## src/rtl/egg_timer_pkg.sv

```systemverilog
// egg_timer_pkg: shared FSM encoding, BCD width, sequencer defaults and BCD digit check
package egg_timer_pkg;
  localparam int BCD_W = 16;
  localparam int NUM_STAGES_DEF = 4;
  localparam int ALARM_SECS_DEF = 3;
  typedef enum logic [2:0] {IDLE, LOAD, RUN, PAUSE, ALARM, DONE} state_t;
  // mm:ss as {min_tens, min_ones, sec_tens, sec_ones}; seconds tens may not exceed 5
  function automatic logic bcd_ok(input logic [BCD_W-1:0] v);
    return v[15:12] <= 4'd9 && v[11:8] <= 4'd9 && v[7:4] <= 4'd5 && v[3:0] <= 4'd9;
  endfunction
endpackage

```

## src/rtl/cook_program_sequencer_if.sv

```systemverilog
// cook_program_sequencer_if: programming port, 1 Hz tick, user controls and timer datapath link
//   master drives ticks/controls/programming/timer_zero; slave (the sequencer) drives status and timer control
interface cook_program_sequencer_if;
  import egg_timer_pkg::*;
  logic             pulse_1Hz;
  logic             start;
  logic             abort;
  logic             prog_we;
  logic [1:0]       prog_addr;
  logic [BCD_W-1:0] prog_data;
  logic             prog_err;
  logic             timer_zero;
  logic             timer_load;
  logic [BCD_W-1:0] load_bcd;
  logic             timer_enable;
  logic [1:0]       stage_idx;
  logic             busy;
  logic             paused;
  logic             alarm;
  logic             done;
  modport master (
    output pulse_1Hz, start, abort, prog_we, prog_addr, prog_data, timer_zero,
    input  prog_err, timer_load, load_bcd, timer_enable, stage_idx, busy, paused, alarm, done
  );
  modport slave (
    input  pulse_1Hz, start, abort, prog_we, prog_addr, prog_data, timer_zero,
    output prog_err, timer_load, load_bcd, timer_enable, stage_idx, busy, paused, alarm, done
  );
endinterface

```

## src/rtl/cook_stage_regfile.sv

```systemverilog
// cook_stage_regfile: stage time storage with BCD validation on write
//   we/addr/data: write port (caller gates it to IDLE); prog_err: registered reject pulse
//   rd_idx: read index; rd_data: stage[rd_idx]; nxt_data: stage[rd_idx+1]
module cook_stage_regfile
  import egg_timer_pkg::*;
#(
  parameter int NUM_STAGES = NUM_STAGES_DEF
) (
  input  logic             CLK100MHZ,
  input  logic             reset_n,
  input  logic             we,
  input  logic [1:0]       addr,
  input  logic [BCD_W-1:0] data,
  output logic             prog_err,
  input  logic [1:0]       rd_idx,
  output logic [BCD_W-1:0] rd_data,
  output logic [BCD_W-1:0] nxt_data
);
  // four slots always exist so unused ones read back as 0000 (end of program)
  logic [BCD_W-1:0] stg [4];
  logic hit;
  assign hit = we && int'(addr) < NUM_STAGES;
  always_ff @(posedge CLK100MHZ or negedge reset_n)
    if (!reset_n) begin
      for (int i = 0; i < 4; i++) stg[i] <= '0;
      prog_err <= 1'b0;
    end else begin
      prog_err <= hit && !bcd_ok(data);
      if (hit && bcd_ok(data)) stg[addr] <= data;
    end
  assign rd_data  = stg[rd_idx];
  assign nxt_data = stg[rd_idx + 2'd1];
endmodule

```

## src/rtl/cook_program_sequencer.sv

```systemverilog
// cook_program_sequencer: runs up to NUM_STAGES programmed cook times with alarms between stages
//   CLK100MHZ/reset_n: clock and async active-low reset; bus: slave side of cook_program_sequencer_if
//   all status/timer outputs are registered decodes of the state held during the previous cycle
module cook_program_sequencer
  import egg_timer_pkg::*;
#(
  parameter int NUM_STAGES = NUM_STAGES_DEF,
  parameter int ALARM_SECS = ALARM_SECS_DEF
) (
  input  logic CLK100MHZ,
  input  logic reset_n,
  cook_program_sequencer_if.slave bus
);
  state_t state, state_n;
  logic [1:0] idx, idx_n;
  logic [7:0] tick, tick_n;
  logic settle, settle_n;
  logic last, wr_en;
  logic [BCD_W-1:0] cur_bcd, nxt_bcd, load_q;
  logic load_stb_q, en_q, busy_q, paused_q, alarm_q, done_q;
  logic [1:0] idx_q;
  assign wr_en = bus.prog_we && state == IDLE && !bus.abort;
  cook_stage_regfile #(.NUM_STAGES(NUM_STAGES)) u_regfile (
    .CLK100MHZ(CLK100MHZ),
    .reset_n  (reset_n),
    .we       (wr_en),
    .addr     (bus.prog_addr),
    .data     (bus.prog_data),
    .prog_err (bus.prog_err),
    .rd_idx   (idx),
    .rd_data  (cur_bcd),
    .nxt_data (nxt_bcd)
  );
  always_ff @(posedge CLK100MHZ or negedge reset_n)
    if (!reset_n) begin
      state  <= IDLE;
      idx    <= '0;
      tick   <= '0;
      settle <= 1'b0;
    end else begin
      state  <= state_n;
      idx    <= idx_n;
      tick   <= tick_n;
      settle <= settle_n;
    end
  always_comb begin
    state_n  = state;
    idx_n    = idx;
    tick_n   = tick;
    settle_n = 1'b0;
    last     = int'(idx) == NUM_STAGES - 1 || nxt_bcd == '0;
    if (bus.abort) begin
      state_n = IDLE;
      idx_n   = '0;
      tick_n  = '0;
    end else
      case (state)
        IDLE:  if (bus.start && cur_bcd != '0) begin
                 state_n = LOAD;
                 idx_n   = '0;
               end
        LOAD:  begin
                 state_n  = RUN;
                 settle_n = 1'b1;
               end
        // the first RUN cycle still sees the previous timer contents, so timer_zero is ignored there
        RUN:   if (!settle && bus.timer_zero) begin
                 state_n = ALARM;
                 tick_n  = '0;
               end else if (bus.start) state_n = PAUSE;
        PAUSE: if (bus.start) state_n = RUN;
        ALARM: if (bus.pulse_1Hz) begin
                 if (tick == 8'(ALARM_SECS - 1)) begin
                   tick_n  = '0;
                   state_n = last ? DONE : LOAD;
                   idx_n   = last ? idx : idx + 2'd1;
                 end else tick_n = tick + 8'd1;
               end
        DONE:  if (bus.start) begin
                 state_n = IDLE;
                 idx_n   = '0;
               end
        default: state_n = IDLE;
      endcase
  end
  // abort clears outputs on the same edge that returns the FSM to IDLE
  always_ff @(posedge CLK100MHZ or negedge reset_n)
    if (!reset_n) begin
      load_stb_q <= 1'b0;
      load_q     <= '0;
      en_q       <= 1'b0;
      idx_q      <= '0;
      busy_q     <= 1'b0;
      paused_q   <= 1'b0;
      alarm_q    <= 1'b0;
      done_q     <= 1'b0;
    end else begin
      load_stb_q <= !bus.abort && state == LOAD;
      load_q     <= !bus.abort && state == LOAD ? cur_bcd : '0;
      en_q       <= !bus.abort && state == RUN;
      idx_q      <= bus.abort ? 2'd0 : idx;
      busy_q     <= !bus.abort && state inside {LOAD, RUN, PAUSE, ALARM};
      paused_q   <= !bus.abort && state == PAUSE;
      alarm_q    <= !bus.abort && (state == ALARM || (state == DONE && (alarm_q ^ bus.pulse_1Hz)));
      done_q     <= !bus.abort && state == DONE;
    end
  assign bus.timer_load   = load_stb_q;
  assign bus.load_bcd     = load_q;
  assign bus.timer_enable = en_q;
  assign bus.stage_idx    = idx_q;
  assign bus.busy         = busy_q;
  assign bus.paused       = paused_q;
  assign bus.alarm        = alarm_q;
  assign bus.done         = done_q;
endmodule

```

## src/flat_wrapper.sv

```systemverilog
// flat-port wrapper written by rule: the top's interface ports become plain ports
module cook_program_sequencer_flat import egg_timer_pkg::*;
#(
  parameter int NUM_STAGES = NUM_STAGES_DEF,
  parameter int ALARM_SECS = ALARM_SECS_DEF
)
  (CLK100MHZ, reset_n, bus_pulse_1Hz, bus_start, bus_abort, bus_prog_we, bus_prog_addr, bus_prog_data, bus_timer_zero, bus_prog_err, bus_timer_load, bus_load_bcd, bus_timer_enable, bus_stage_idx, bus_busy, bus_paused, bus_alarm, bus_done);
  cook_program_sequencer_if bus_i ();
  input  logic CLK100MHZ;
  input  logic reset_n;
  input wire logic [$bits(bus_i.pulse_1Hz)-1:0] bus_pulse_1Hz;
  input wire logic [$bits(bus_i.start)-1:0] bus_start;
  input wire logic [$bits(bus_i.abort)-1:0] bus_abort;
  input wire logic [$bits(bus_i.prog_we)-1:0] bus_prog_we;
  input wire logic [$bits(bus_i.prog_addr)-1:0] bus_prog_addr;
  input wire logic [$bits(bus_i.prog_data)-1:0] bus_prog_data;
  input wire logic [$bits(bus_i.timer_zero)-1:0] bus_timer_zero;
  output wire logic [$bits(bus_i.prog_err)-1:0] bus_prog_err;
  output wire logic [$bits(bus_i.timer_load)-1:0] bus_timer_load;
  output wire logic [$bits(bus_i.load_bcd)-1:0] bus_load_bcd;
  output wire logic [$bits(bus_i.timer_enable)-1:0] bus_timer_enable;
  output wire logic [$bits(bus_i.stage_idx)-1:0] bus_stage_idx;
  output wire logic [$bits(bus_i.busy)-1:0] bus_busy;
  output wire logic [$bits(bus_i.paused)-1:0] bus_paused;
  output wire logic [$bits(bus_i.alarm)-1:0] bus_alarm;
  output wire logic [$bits(bus_i.done)-1:0] bus_done;
  assign bus_i.pulse_1Hz = bus_pulse_1Hz;
  assign bus_i.start = bus_start;
  assign bus_i.abort = bus_abort;
  assign bus_i.prog_we = bus_prog_we;
  assign bus_i.prog_addr = bus_prog_addr;
  assign bus_i.prog_data = bus_prog_data;
  assign bus_i.timer_zero = bus_timer_zero;
  assign bus_prog_err = bus_i.prog_err;
  assign bus_timer_load = bus_i.timer_load;
  assign bus_load_bcd = bus_i.load_bcd;
  assign bus_timer_enable = bus_i.timer_enable;
  assign bus_stage_idx = bus_i.stage_idx;
  assign bus_busy = bus_i.busy;
  assign bus_paused = bus_i.paused;
  assign bus_alarm = bus_i.alarm;
  assign bus_done = bus_i.done;
  cook_program_sequencer #(.NUM_STAGES(NUM_STAGES), .ALARM_SECS(ALARM_SECS)) u_core (.CLK100MHZ(CLK100MHZ), .reset_n(reset_n), .bus(bus_i));
endmodule
```

## config.mk

```make
export PLATFORM = sky130hd
export DESIGN_NAME = cook_program_sequencer_flat
export DESIGN_NICKNAME = d
export VERILOG_FILES = /design/src/rtl/egg_timer_pkg.sv /design/src/rtl/cook_program_sequencer_if.sv /design/src/rtl/cook_stage_regfile.sv /design/src/rtl/cook_program_sequencer.sv /design/src/flat_wrapper.sv
export SDC_FILE = /design/constraint.sdc
export NUM_CORES = 1
export LEC_CHECK = 0
export ABC_CLOCK_PERIOD_IN_PS = 2700
export CAP_MARGIN = 10
export CELL_PAD_IN_SITES_DETAIL_PLACEMENT = 0
export CELL_PAD_IN_SITES_GLOBAL_PLACEMENT = 2
export CORE_ASPECT_RATIO = 1.75
export CORE_MARGIN = 10
export CORE_UTILIZATION = 35
export CTS_CLUSTER_SIZE = 12
export DETAILED_ROUTE_END_ITERATION = 10
export PLACE_DENSITY = 0.87
export SETUP_SLACK_MARGIN = 0.02
export SYNTH_ARGS = -nofsm -noshare
export SYNTH_HDL_FRONTEND = slang
export SYNTH_SLANG_ARGS = --single-unit
```

## constraint.sdc

```tcl
create_clock -name CLK100MHZ -period 2.7 [get_ports CLK100MHZ]
set_clock_uncertainty 0.2 [all_clocks]
set_input_delay 0.27 -clock CLK100MHZ [delete_from_list [all_inputs] [get_ports CLK100MHZ]]
set_output_delay 0.27 -clock CLK100MHZ [all_outputs]
set_load 0.03 [all_outputs]
```

==> impl_metrics.toml <==
[run_status]
run_status = "complete, but fails checks"
violations = "setup timing"

[timing]
slew_headroom = 0.552
setup_viol = 2
setup_ws_ns = -0.0321
slew_viol_final = 0
hold_ws_ns = 0.230
fin_setup_tns_ns = -0.0415
fmax_ghz = 0.366
min_period_over_period = 1.01
rsz0062_at_grt = "true"
worstMarginPinSlew_ns = 0.669
hold_viol_final = 0
period_needed_ns = 2.73

[power]
power_density_mw_per_mm2 = 654
p_leak_nw = 2.83
peakVddDrop_v = 0.000287

[global_routing]
overflow = 0
grtUsageMet1 = 0.130
busiest_layer = "met2"
use_met2 = 0.236
grt_max_degree = 66
grt_pass1_vias = 3469
grt_use_total = 0.127
antenna_found_initial = 0
grt_pass1_wl_um = 18700
grt_util_met3 = 0.0236

[worst_setup_path]
start_kind = "flip-flop"
required_ns = 2.73
arrival_ns = 2.76
crit_chain = "buf_12, clkbuf_16, mux4_1, nor4_4, nand4_1, and3_4, o21ai_4, nor3_2, mux2_2"
critPathKind = "reg2reg"
cp_top_family = "multiplexers"
critical-path-slowest-cell = "mux4_1"
cp_max_fo = 5
cp_slowest_stage_delay_ns = 0.63
path_buf_inv = 2
cp-end-kind = "flip-flop"

[clock_network]
cts.sinks = 102
clk_latency_ns = 0.34
cts_buffer_depth = 2
cts_buffers = 9
htree_num_levels = 3
root_buffer = "clkbuf_16"
cts_tree = "yes"
cts.clk_slew.worst_paths_ns = 0.07

[synth]
syn-num-nets = 375
synthFlopType = "dfrtp_1"
synth_top_area_frac = 0.549
synth_seq_cells = 102
synth_area_per_cell_um2 = 13.4
synth_top_cell_by_area = "dfrtp_1"
synthCells = 347
ys_types = 44
async_reset_ff_frac = 1.00
ys_warn_count = 0
netlist_area_mm2 = 0.00465
synth_area_leaders = "dfrtp_1, mux2_1, mux4_1"
ys_seq_area_frac = 0.549
synth_edf_count = 0

[route]
routedWlPerCell_um = 19.2
vias_per_cell = 5.34
num_vias = 3267
drc = 0
ant_nets = 0
routed_wl_um = 11700
drt_pass1_iterations = 4
drt_iter0_drc = 155

[die]
fp.dieArea_mm2 = 0.0185
core_mm2 = 0.0130
rows = 55
die_w_um = 107
io_pins = 50
fp.dieH_um = 173
start_util = 0.358

[cells_and_area]
final_layout_size_suffix_gt1_frac = 0.231
syn2layout_area_growth_pct = 31.1
antenna_cells = 0
fin_area_mm2 = 0.00610
fin_nets = 465

[placed_design]
dp_slack_ns = -0.0369
dpl_cell_area_mm2 = 0.00566
gp_congestion = 0.819
dp_hpwl_um = 8820
portBuffers = 49

[worst_hold_path]
hp-class = "in2async"

[flow_run]
maxCapViolations = 0
-- worst paths after layout --
path	from	to	slack [ns]	cells after the start
worst max-delay path	u_core.idx[0]$_DFFE_PN0P_	u_core.idx[0]$_DFFE_PN0P_	-0.03	9
worst min register to register	u_core.tick[7]$_DFFE_PN0P_	u_core.tick[7]$_DFFE_PN0P_	0.28	1
worst max register to register	u_core.idx[0]$_DFFE_PN0P_	u_core.idx[0]$_DFFE_PN0P_	-0.03	9
max in group asynchronous	reset_n	u_core.u_regfile.stg[3]$_DFFE_PN0P_	1.34	3
worst min-delay path	reset_n	u_core.u_regfile.stg[28]$_DFFE_PN0P_	0.23	2
min in group CLK100MHZ	u_core.tick[7]$_DFFE_PN0P_	u_core.tick[7]$_DFFE_PN0P_	0.28	1
-- cells in the mapped netlist (all sizes together), types with 2 or more instances --
master and count:
or2 2, nor4b 3, buf 9, nand3 4, nor2 21, mux2 61, a31oi 3, a311o 2
xnor2 2, or3 2, mux4 16, nand2 8, inv 4, nand2b 2, ha 3, clkbuf 8
and3 3, o21ai 18, nor3 5, a21oi 6, o31ai 4, nor2b 7, nand4 6, nand3b 2
and2 17, nor4 18, dfrtp 102
-- stage by stage --
stage                     instances  total power, mW  utilization
after floorplan                 347             2.26            -
after detailed placement        593             2.63        0.435
after global placement          593             2.61        0.435
final                           612             3.99        0.469
after CTS                       609             3.96        0.461
after global routing            612             4.18        0.469
-- power breakdown --
group          switching [mW]  total [mW]  internal (mW)  leakage [nW]
sequential              0.141        1.82           1.68          1.40
combinational           0.412       0.846          0.434          1.28
clock                   0.550        1.32          0.769         0.148
-- cells in the final DEF, fill, tap and decap left out, drive strengths merged, types with 3 or more instances in the layout --
master,instances
mux4,16
clkbuf,13
and3,3
nor3,5
buf,45
clkdlybuf4s50,48
nor4,18
o31ai,4
nor2,21
o21ai,18
a31oi,3
nor4b,3
nor2b,7
nand3,4
nand4,6
inv,5
dfrtp,102
ha,3
nand2,8
a21oi,6
and2,17
mux2,61
-- logic make-up (layout without fill, tap and decap cells) --
family                   Yosys count  in the layout  share of synthesized area
AND/OR/NAND/NOR                  104            104                      0.127
flip-flops                       102            102                      0.549
multiplexers                      77             77                      0.236
AO/OA/AOI/OAI                     38             38                     0.0519
buffers and inverters             21            115                     0.0239
adder cells (fa/ha/maj)            3              3                    0.00807
XOR/XNOR                           2              2                    0.00377
-- cell type report --
cell class | instances | area (µm²)
Inverter | 4 | 15.0
Clock inverter | 4 | 55.1
Tap cell | 171 | 214
Multi-Input combinational cell | 224 | 2040
Fill cell | 1172 | 6910
Clock buffer | 11 | 253
Timing Repair Buffer | 96 | 966
Sequential cell | 102 | 2550
-- per-layer routing --
metal,vias to the layer above,part of all wire
met2,98,0.57
met4,0,0.027
met5,-,0
met3,18,0.035
li1,1478,-
met1,1673,0.37
-- flip-flops by register name, indices dropped and copies added, names as in the netlist --
| register | flops |
|---|---|
| u_core.bus.alarm | 1 |
| u_core.bus.busy | 1 |
| u_core.bus.done | 1 |
| u_core.bus.load_bcd | 16 |
| u_core.bus.paused | 1 |
| u_core.bus.stage_idx | 2 |
| u_core.bus.timer_enable | 1 |
| u_core.bus.timer_load | 1 |
| u_core.idx | 2 |
| u_core.state | 3 |
| u_core.tick | 8 |
| u_core.u_regfile.prog_err | 1 |
| u_core.u_regfile.stg | 64 |
-- repair_timing --
| action | CTS | global route |
|---|---|---|
| hold endpoints to repair | 37 | 0 |
| setup buffers | 0 | 1 |
| hold buffers | 1 | 0 |
| gates resized for setup | 6 | 10 |
| pin swaps | 0 | 2 |
| setup endpoints to repair | 2 | 4 |
| gates cloned | 0 | 2 |
(Power assumes the default switching activity.)
